## config.mk

```make
export PLATFORM = sky130hd
export DESIGN_NAME = tag_verification
export DESIGN_NICKNAME = d
export VERILOG_FILES = /design/src/rtl/tag_verification.sv
export SDC_FILE = /design/constraint.sdc
export NUM_CORES = 1
export LEC_CHECK = 0
export ABC_AREA = 1
export ABC_CLOCK_PERIOD_IN_PS = 1450
export CORE_MARGIN = 2
export CORE_UTILIZATION = 35
export CTS_CLUSTER_DIAMETER = 40
export CTS_CLUSTER_SIZE = 14
export DETAILED_ROUTE_END_ITERATION = 10
export SYNTH_ARGS = -nofsm -noshare
export SYNTH_HDL_FRONTEND = slang
export SYNTH_SLANG_ARGS = --single-unit
```

## constraint.sdc

```tcl
create_clock -name clk -period 1.45 [get_ports clk]
set_input_delay 0.145 -clock clk [delete_from_list [all_inputs] [get_ports clk]]
set_output_delay 0.145 -clock clk [all_outputs]
set_load 0.005 [all_outputs]
```

## src/rtl/tag_verification.sv

```systemverilog
// rtl/tag_verification.sv - keyed 8-bit tag checker with two-stage result pipeline
// Optional lockout FSM enabled by defining TAG_VERIFY_LOCKOUT_EN.
module tag_verification #(
   parameter int          DATA_SIZE  = 32,
   parameter int          TAG_SIZE   = 8,
   parameter logic [15:0] SECRET_KEY = 16'hDEAD,
   parameter int          MAX_FAILS  = 4
) (
   input  logic                 clk,
   input  logic                 reset,
   input  logic                 in_valid,
   output logic                 in_ready,
   input  logic [DATA_SIZE-1:0] data,
   input  logic [TAG_SIZE-1:0]  tag,
   output logic                 out_valid,
   input  logic                 out_ready,
   output logic                 tag_ok,
   output logic [TAG_SIZE-1:0]  calc_tag,
   output logic [15:0]          fail_count,
   output logic                 locked,
   input  logic                 unlock
);

   function automatic logic [7:0] rotl8(input logic [7:0] v, input logic [2:0] s);
      logic [15:0] d;
      d = {v, v} << s;
      return d[15:8];
   endfunction

   // Each byte is optionally inverted by key bit i, then rotated by the low 3 bits of key nibble i.
   function automatic logic [7:0] compute_tag(input logic [31:0] w);
      logic [7:0] acc;
      logic [7:0] f;
      acc = 8'h00;
      for (int i = 0; i < 4; i++) begin
         f   = SECRET_KEY[i] ? ~w[8*i +: 8] : w[8*i +: 8];
         acc = acc ^ rotl8(f, SECRET_KEY[4*i +: 3]);
      end
      return acc;
   endfunction

   logic       s1_valid;
   logic [7:0] s1_calc;
   logic [7:0] s1_tag;
   logic       s2_valid;
   logic       accept;
   logic       s1_move;
   logic       mismatch;

   assign out_valid = s2_valid;
   assign in_ready  = !reset && !locked && (!s1_valid || !s2_valid || out_ready);
   assign accept    = in_valid && in_ready;
   assign s1_move   = s1_valid && (!s2_valid || out_ready);
   assign mismatch  = s1_calc != s1_tag;

   always_ff @(posedge clk or posedge reset) begin
      if (reset) begin
         s1_valid   <= 1'b0;
         s1_calc    <= 8'h00;
         s1_tag     <= 8'h00;
         s2_valid   <= 1'b0;
         tag_ok     <= 1'b0;
         calc_tag   <= 8'h00;
         fail_count <= 16'h0000;
      end else begin
         if (accept) begin
            s1_calc <= compute_tag(data);
            s1_tag  <= tag;
         end
         s1_valid <= accept || (s1_valid && !s1_move);
         // Statistics are taken when a result enters S2, independent of when it is consumed.
         if (s1_move) begin
            tag_ok   <= !mismatch;
            calc_tag <= s1_calc;
            if (mismatch && fail_count != 16'hFFFF)
               fail_count <= fail_count + 16'd1;
         end
         s2_valid <= s1_move || (s2_valid && !out_ready);
      end
   end

`ifdef TAG_VERIFY_LOCKOUT_EN
   localparam logic [0:0] ST_OPEN   = 1'b0;
   localparam logic [0:0] ST_LOCKED = 1'b1;
   localparam logic [3:0] FAIL_LIMIT = 4'(MAX_FAILS);

   logic [0:0] state;
   logic [3:0] consec_fail;
   logic [3:0] consec_inc;

   assign consec_inc = (consec_fail == 4'hF) ? 4'hF : consec_fail + 4'd1;
   assign locked     = (state == ST_LOCKED);

   // unlock has priority over a mismatch arriving in the same cycle.
   always_ff @(posedge clk or posedge reset) begin
      if (reset) begin
         state       <= ST_OPEN;
         consec_fail <= 4'h0;
      end else if (unlock) begin
         state       <= ST_OPEN;
         consec_fail <= 4'h0;
      end else if (s1_move) begin
         if (mismatch) begin
            consec_fail <= consec_inc;
            if (consec_inc >= FAIL_LIMIT)
               state <= ST_LOCKED;
         end else begin
            consec_fail <= 4'h0;
         end
      end
   end
`else
   logic unused_unlock;
   assign unused_unlock = unlock;
   assign locked        = 1'b0;
`endif

endmodule

```

==> results of run 1 <==
==> registers in the layout, summed over array words and instances, names as in the netlist <==
register / count
calc_tag: 8
tag_ok: 1
s1_calc: 8
s1_tag: 8
out_valid: 1
s1_valid: 1
fail_count: 16
==> metal layers <==
layer	vias up	GRT usage (%)
met3	7	5.50
met1	1040	18.4
met2	61	26.4
met4	0	3.36
met5	-	0
li1	1171	-
==> cell families (layout without fill, tap and decap cells) <==
family                   count (synthesis)  after routing  share of synthesized area (%)
other                                    1              1                          0.154
adder cells (fa/ha/maj)                  1              1                          0.514
XOR/XNOR                                25             25                           9.00
AND/OR/NAND/NOR                        172            172                           33.8
buffers and inverters                   39            140                           7.36
flip-flops                              43             43                           44.2
AO/OA/AOI/OAI                           23             23                           4.89
==> final cells by class <==
cell class	instances	area [µm²]
fillers	646	3130
multi-input cells	222	1210
well taps	80	100
clock buffers	5	68.8
flip-flops and latches	43	1080
clock inverters	3	43.8
repair buffers	102	1020
inverters	30	113
==> power by group <==
group          switching [mW]  internal, mW
sequential              0.131          1.40
clock                   0.433         0.513
combinational           0.467         0.622
==> worst min path at each step <==
stage | from | to | slack, ns | cells past startpoint
CTS | reset | s1_calc[6] | 0.25 | 3
finish | reset | fail_count[2] | 0.24 | 3
global route | reset | fail_count[3] | 0.26 | 3
detailed placement | calc_tag[7] | calc_tag[7] | 0.48 | 2
global placement | calc_tag[0] | calc_tag[0] | 0.47 | 2
floorplan | tag[2] | s1_tag[2] | 0.25 | 2
==> repair_timing <==
action / CTS / global route
pin swaps: 0 / 8
endpoints found under the setup margin: 5 / 29
resized for setup: 3 / 20
setup buffers: 5 / 8
==> worst register-to-register path, stage by stage (launching register included) <==
cell,delay [ns]
dfrtp_1,0.37
ha_2,0.20
nand2_2,0.08
nor2_4,0.16
nand4_4,0.16
buf_12,0.19
nand4_1,0.09
nand2_1,0.05
==> synthesized netlist by cell type (2+ instances only) <==
| cell type | count | area (µm²) |
|---|---|---|
| nand2_1 | 98 | 368 |
| dfrtp_1 | 43 | 1080 |
| inv_1 | 27 | 101 |
| nand3_1 | 20 | 100 |
| nand4_1 | 18 | 113 |
| o21ai_1 | 13 | 65.1 |
| xnor2_1 | 13 | 114 |
| xor2_1 | 12 | 105 |
| nor2_1 | 10 | 37.5 |
| o21ai_0 | 9 | 45.0 |
| or2_2 | 8 | 50.1 |
| nand2_2 | 5 | 31.3 |
| nor2_2 | 4 | 25.0 |
| buf_6 | 3 | 33.8 |
| inv_2 | 3 | 11.3 |
| nor2_4 | 3 | 33.8 |
| buf_2 | 2 | 10.0 |
| buf_4 | 2 | 15.0 |
| clkbuf_1 | 2 | 7.51 |
| nand3_2 | 2 | 20.0 |
==> cell usage in the layout (no fill, tap or decap), types with 2 or more instances in the layout <==
master,n
nand2_1,97
o21ai_1,13
buf_6,2
nor2_1,8
nor2_4,4
buf_4,26
clkdlybuf4s50_1,60
xor2_1,12
buf_12,4
inv_2,4
xnor2_1,13
or2_2,8
nand4_1,18
dlymetal6s2s_1,9
nand3_1,20
nand2_2,6
clkbuf_8,5
nand3_2,2
dfrtp_2,3
dfrtp_1,40
o21ai_0,9
inv_1,25
nor2_2,5
==> run_results.csv, run 1 <==
group,metric,value,unit
drt,drt_iter0_drc,88,
setup_path,crit_arrival,1.27,ns
die,rows,30,
synthesis,synth_cells,304,
setup_path,worstRegToRegCells,7,
clocking,tritoncts.num_buffers,5,
final_layout,area_growth,49.3,%
sta,clock_skew,0.00639,ns
drt,drt-met1-wl,2420,µm
setup_path,cpLargestDelayFamily,"buffers and inverters",
power_and_ir_drop,ir_drop,0.000325,V
synthesis,async_flop_share,100,%
global_route,overflow,0,
clocking,clockRootBuffer,"clkbuf_8",
drt,top_layer,"met4",
global_route,grt_start_max_net_pins,44,
final_layout,nets,450,
place,dp_cells,464,
setup_path,reg2reg_from,"fail_count[1]",
synthesis,synth_seq_cells,43,
setup_path,crit_start,"fail_count[12]",
sta,final.min_clock_period,1.41,ns
drt,dr.pass1.iters,4,
synthesis,synth_cell_types,27,
sta,setup_viol,0,
setup_path,timing_worst_setup_path_type,"flop to primary output",
drt,wl_met2,2730,µm
drt,routed-via-count,2279,
die,core_area,6760,µm²
power_and_ir_drop,p_per_area,983,nW/µm²
drt,detail-route-antenna-nets,0,
die,die_y,87.4,µm
final_layout,drive_gt1_share,18.8,%
final_layout,design_area,3630,µm²
drt,viasPerCell,4.70,
drt,routed_wl,5590,µm
clocking,clkTransAtPathRegs,0.09,ns
sta,finalMaxSlewViolations,0,
sta,finalCritPeriodShare,97.3,%
place,dp_hpwl,4040,µm
clocking,htreeDepth,2,
setup_path,r2r-end,"fail_count[13]",
clocking,cts_tree,"done",
setup_path,crit_chain,"clkdlybuf4s50_1",
synthesis,synth_edf_count,0,
setup_path,path_depth,1,
place,numPortBuffers,70,
sta,hold_violations,0,
place,placed_area,3360,µm²
die,initial_core_util,36.0,%
synthesis,synth-seq-area-share,44.2,%
drt,wl_met3,385,µm
global_route,grt.total_usage,15.4,%
global_route,antenna_found_initial,0,
clocking,cts_sinks,43,
clocking,holdBufCountCts,0,
setup_path,worst-path-buf-inv,1,
synthesis,synthesis.nets,350,
global_route,grt_pass1_vias,2129,
final_layout,finalNonFillerCells,485,
power_and_ir_drop,p_leak,1.82,nW
die,io-pin-count,73,
sta,final.setup.worst_slack,0.0386,ns
sta,max_freq,709,MHz
setup_path,start_kind,"flop",
sta,hold_ws,0.238,ns
drt,remaining_drc_errors,0,
synthesis,syn-mean-instance-area,8.00,µm²
die,fp.dieW,87.4,µm
place,pre_cts_slack,-0.126,ns
synthesis,netlist_area,2430,µm²
sta,timing.setup.tns,0,ns
synthesis,yosys_warnings,0,
clocking,clock_latency,0.30,ns
job,maxCapViolCount,0,
final_layout,utilization,53.7,%
setup_path,required,1.31,ns
drt,wl_per_cell,11.5,µm
die,die_area,7630,µm²
clocking,clockBufferDepth,2,
power_and_ir_drop,power,3.57,mW
setup_path,reg2reg_slack,0.04,ns
status,outcome,"complete, no violations",
final_layout,n_antenna_cell,0,
global_route,grt_pass1_wl,9310,µm
setup_path,cp-endpoint,"fail_count[12]",
hold_path,hold_class,"primary input to asynchronous set/reset pin",
place,gp_congestion,0.839,
setup_path,worstPathMaxFanout,5,
setup_path,crit_path_max_incr_delay,0.53,ns
synthesis,ys.flop_type,"dfrtp_1",
sta,rsz0062_at_grt,"yes",
setup_path,end_kind,"primary output",
setup_path,cp_slowest_cell,"clkdlybuf4s50_1",
(Power assumes the default switching activity.)
==> run 2, diff against run 1 <==
ABC_CLOCK_PERIOD_IN_PS = 1300   (was 1450)
CORE_UTILIZATION = 27   (was 35)
DONT_BUFFER_PORTS = 1   (was not set)
clock period = 1.3 ns   (was 1.45 ns; I/O delays follow)
==> run 2 against run 1 <==
  * Clock-buffer cell count rose by 1
  * First-iteration DRC count decreased by 20%
  * Critical path depth grew 6
  * Global-route usage down 3.8 points
  * Register-to-register slack worse by 0.11 ns
  * Routed wire length up 7.1%
  * The flow now finishes with violations (setup timing)
  * Utilization decreased by 16 points
  * Sequential power increased by 13%
  * Final area fell by 9.1%
  * Sequential cell count did not move
  * Clock power is essentially flat
  * Critical endpoint is now fail_count[15]
==> run_results.csv, run 2 (synthesis gave the netlist of run 1 again) <==
group,metric,value,unit
final_layout,drive_gt1_share,31.1,%
global_route,grt_start_max_net_pins,29,
sta,clock_skew,0.0112,ns
sta,final.setup.worst_slack,-0.0683,ns
clocking,clkTransAtPathRegs,0.09,ns
die,core_area,8720,µm²
drt,routed-via-count,2151,
die,fp.dieW,98.9,µm
setup_path,cp_slowest_cell,"dfrtp_1",
drt,detail-route-antenna-nets,0,
final_layout,largest_reg_flops,16,
clocking,clock_latency,0.31,ns
sta,worst_pin_slew,0.778,ns
drt,routed_wl,5980,µm
sta,finalMaxSlewViolations,0,
setup_path,required,1.50,ns
place,pre_cts_slack,-0.115,ns
power_and_ir_drop,net-switching-power,1.19,mW
sta,rsz0062_at_grt,"yes",
place,gp_congestion,0.812,
setup_path,crit_path_max_incr_delay,0.37,ns
place,dp_hpwl,4050,µm
clocking,clockBufferDepth,2,
global_route,overflow,0,
power_and_ir_drop,sequentialPowerShare,46.9,%
place,numPortBuffers,0,
drt,viasPerCell,4.57,
final_layout,n_antenna_cell,0,
setup_path,crit_arrival,1.56,ns
power_and_ir_drop,power_frac_comb,27.7,%
sta,final.min_clock_period,1.37,ns
power_and_ir_drop,ir_drop,0.000740,V
final_layout,area_growth,35.6,%
sta,setup_viol,16,
final_layout,fillers,901,
final_layout,final_common_cell,"nand2_1",
setup_path,worstPathMaxFanout,17,
die,initial_core_util,27.9,%
drt,dr.pass1.iters,4,
drt,drt_iter0_drc,70,
setup_path,reg2reg_from,"fail_count[1]",
global_route,antenna_found_initial,0,
drt,wl_per_cell,12.7,µm
clocking,cts_sinks,43,
hold_path,min_from,"out_ready",
global_route,grt_pass1_wl,9320,µm
power_and_ir_drop,power,3.72,mW
power_and_ir_drop,cellInternalPower,2.52,mW
global_route,grt_pass1_vias,2056,
die,die_y,98.9,µm
setup_path,reg2reg_slack,-0.07,ns
sta,finalCritPeriodShare,105,%
sta,max_freq,731,MHz
setup_path,cpLargestDelayFamily,"simple AND/OR/NAND/NOR gates",
sta,timing.setup.tns,-0.839,ns
hold_path,hold_class,"primary input to flop",
status,outcome,"finished with violations",
power_and_ir_drop,p_leak,1.58,nW
status,violations,"setup timing",
sta,hold_violations,0,
global_route,grt.total_usage,11.6,%
power_and_ir_drop,swShare,32.2,%
setup_path,crit_start,"fail_count[1]",
clocking,htreeDepth,2,
clocking,cts_tree,"done",
clocking,clockRootBuffer,"clkbuf_8",
setup_path,start_kind,"flop",
job,maxCapViolCount,0,
clocking,tritoncts.num_buffers,5,
sta,slew_headroom,47.8,%
final_layout,registers.top_by_ff_count,"fail_count",
setup_path,worst-path-buf-inv,1,
setup_path,end_kind,"flop",
power_and_ir_drop,p_per_area,1130,nW/µm²
setup_path,timing_worst_setup_path_type,"flop to flop",
die,die_area,9780,µm²
final_layout,nets,408,
power_and_ir_drop,power_frac_clock,25.4,%
die,rows,34,
die,io-pin-count,73,
drt,remaining_drc_errors,0,
final_layout,final_cell_mix,"nand2_1 (90), buf_4 (43), dfrtp_1 (42)",
setup_path,crit_chain,"ha_2, nand2_2, nor2_4, nand4_4, buf_8, nand4_1, nand2_1",
-- run 2: cell types whose count changed in the layout (fill, tap and decap cells not counted), moves of 7 or more --
cell,delta
clkdlybuf4s50_1,-60
buf_4,+17
dlygate4sd3_1,+9
dlymetal6s2s_1,-9
nand3_1,-9
nand3_2,+8
nand2_1,-7
-- run 2: per-stage QoR --
step	instances	instance area (µm²)	hold WS (ns)	util (%)
floorplan	304	2430	0.240	-
global placement	447	2870	0.0965	32.9
detailed placement	447	2870	0.0982	32.9
CTS	465	3080	0.0160	35.3
global route	471	3300	0.0564	37.8
finish	471	3300	0.0711	37.8
-- run 2: what timing repair did --
item / 4_1_cts / 5_1_grt
gates resized for setup: 4 / 31
hold buffers: 9 / 0
setup endpoints to repair: 16 / 28
buffers inserted: 1 / 2
pin swaps: 3 / 9
gates cloned: 0 / 4
hold endpoints to repair: 26 / 0
-- run 2: final timing paths --
kind,end,cells after the start
min reg2reg,s1_tag[3],2
max,fail_count[15],7
max reg2reg,fail_count[15],7
max in group asynchronous,s1_calc[7],3
min in group asynchronous,s1_valid,2
min,out_valid,3
-- run 2: power by group through the flow --
stage	clock network (mW)	logic, mW	registers, mW
CTS	0.976	0.950	1.75
global route	1.02	1.16	1.78
detailed placement	0	0.910	1.77
finish	0.943	1.03	1.74
global placement	0	0.882	1.76
floorplan	0	0.539	1.76
-- run 2: area by class of cell --
cell class | instances | area [µm²] | area share, %
tap | 108 | 135 | 4.10
clock buffer | 6 | 82.6 | 2.50
sequential | 43 | 1080 | 32.7
multi-input combinational | 222 | 1300 | 39.3
clock inverter | 2 | 16.3 | 0.493
inverter | 30 | 118 | 3.56
timing repair buffer | 60 | 574 | 17.4
-- run 2: routing by layer --
layer / global-route usage (%) / routed length (µm) / vias up
met4: 3.16 / 48 / 0
met5: 0 / 0 / -
met3: 3.48 / 376 / 6
met2: 19.7 / 2960 / 61
li1: - / - / 1088
met1: 14.3 / 2600 / 996
-- run 2: worst reg2reg max path, cell delays in order (launching register included) --
cell     delay [ns]
dfrtp_1        0.37
ha_2           0.19
nand2_2        0.07
nor2_4         0.13
nand4_4        0.15
buf_8          0.20
nand4_1        0.09
nand2_1        0.06
==> run 3, diff against run 2 <==
GPL_ROUTABILITY_DRIVEN = 0   (was not set)
==> results of run 3 <==
Final layout, timing and power as in run 2 (identical DEF).
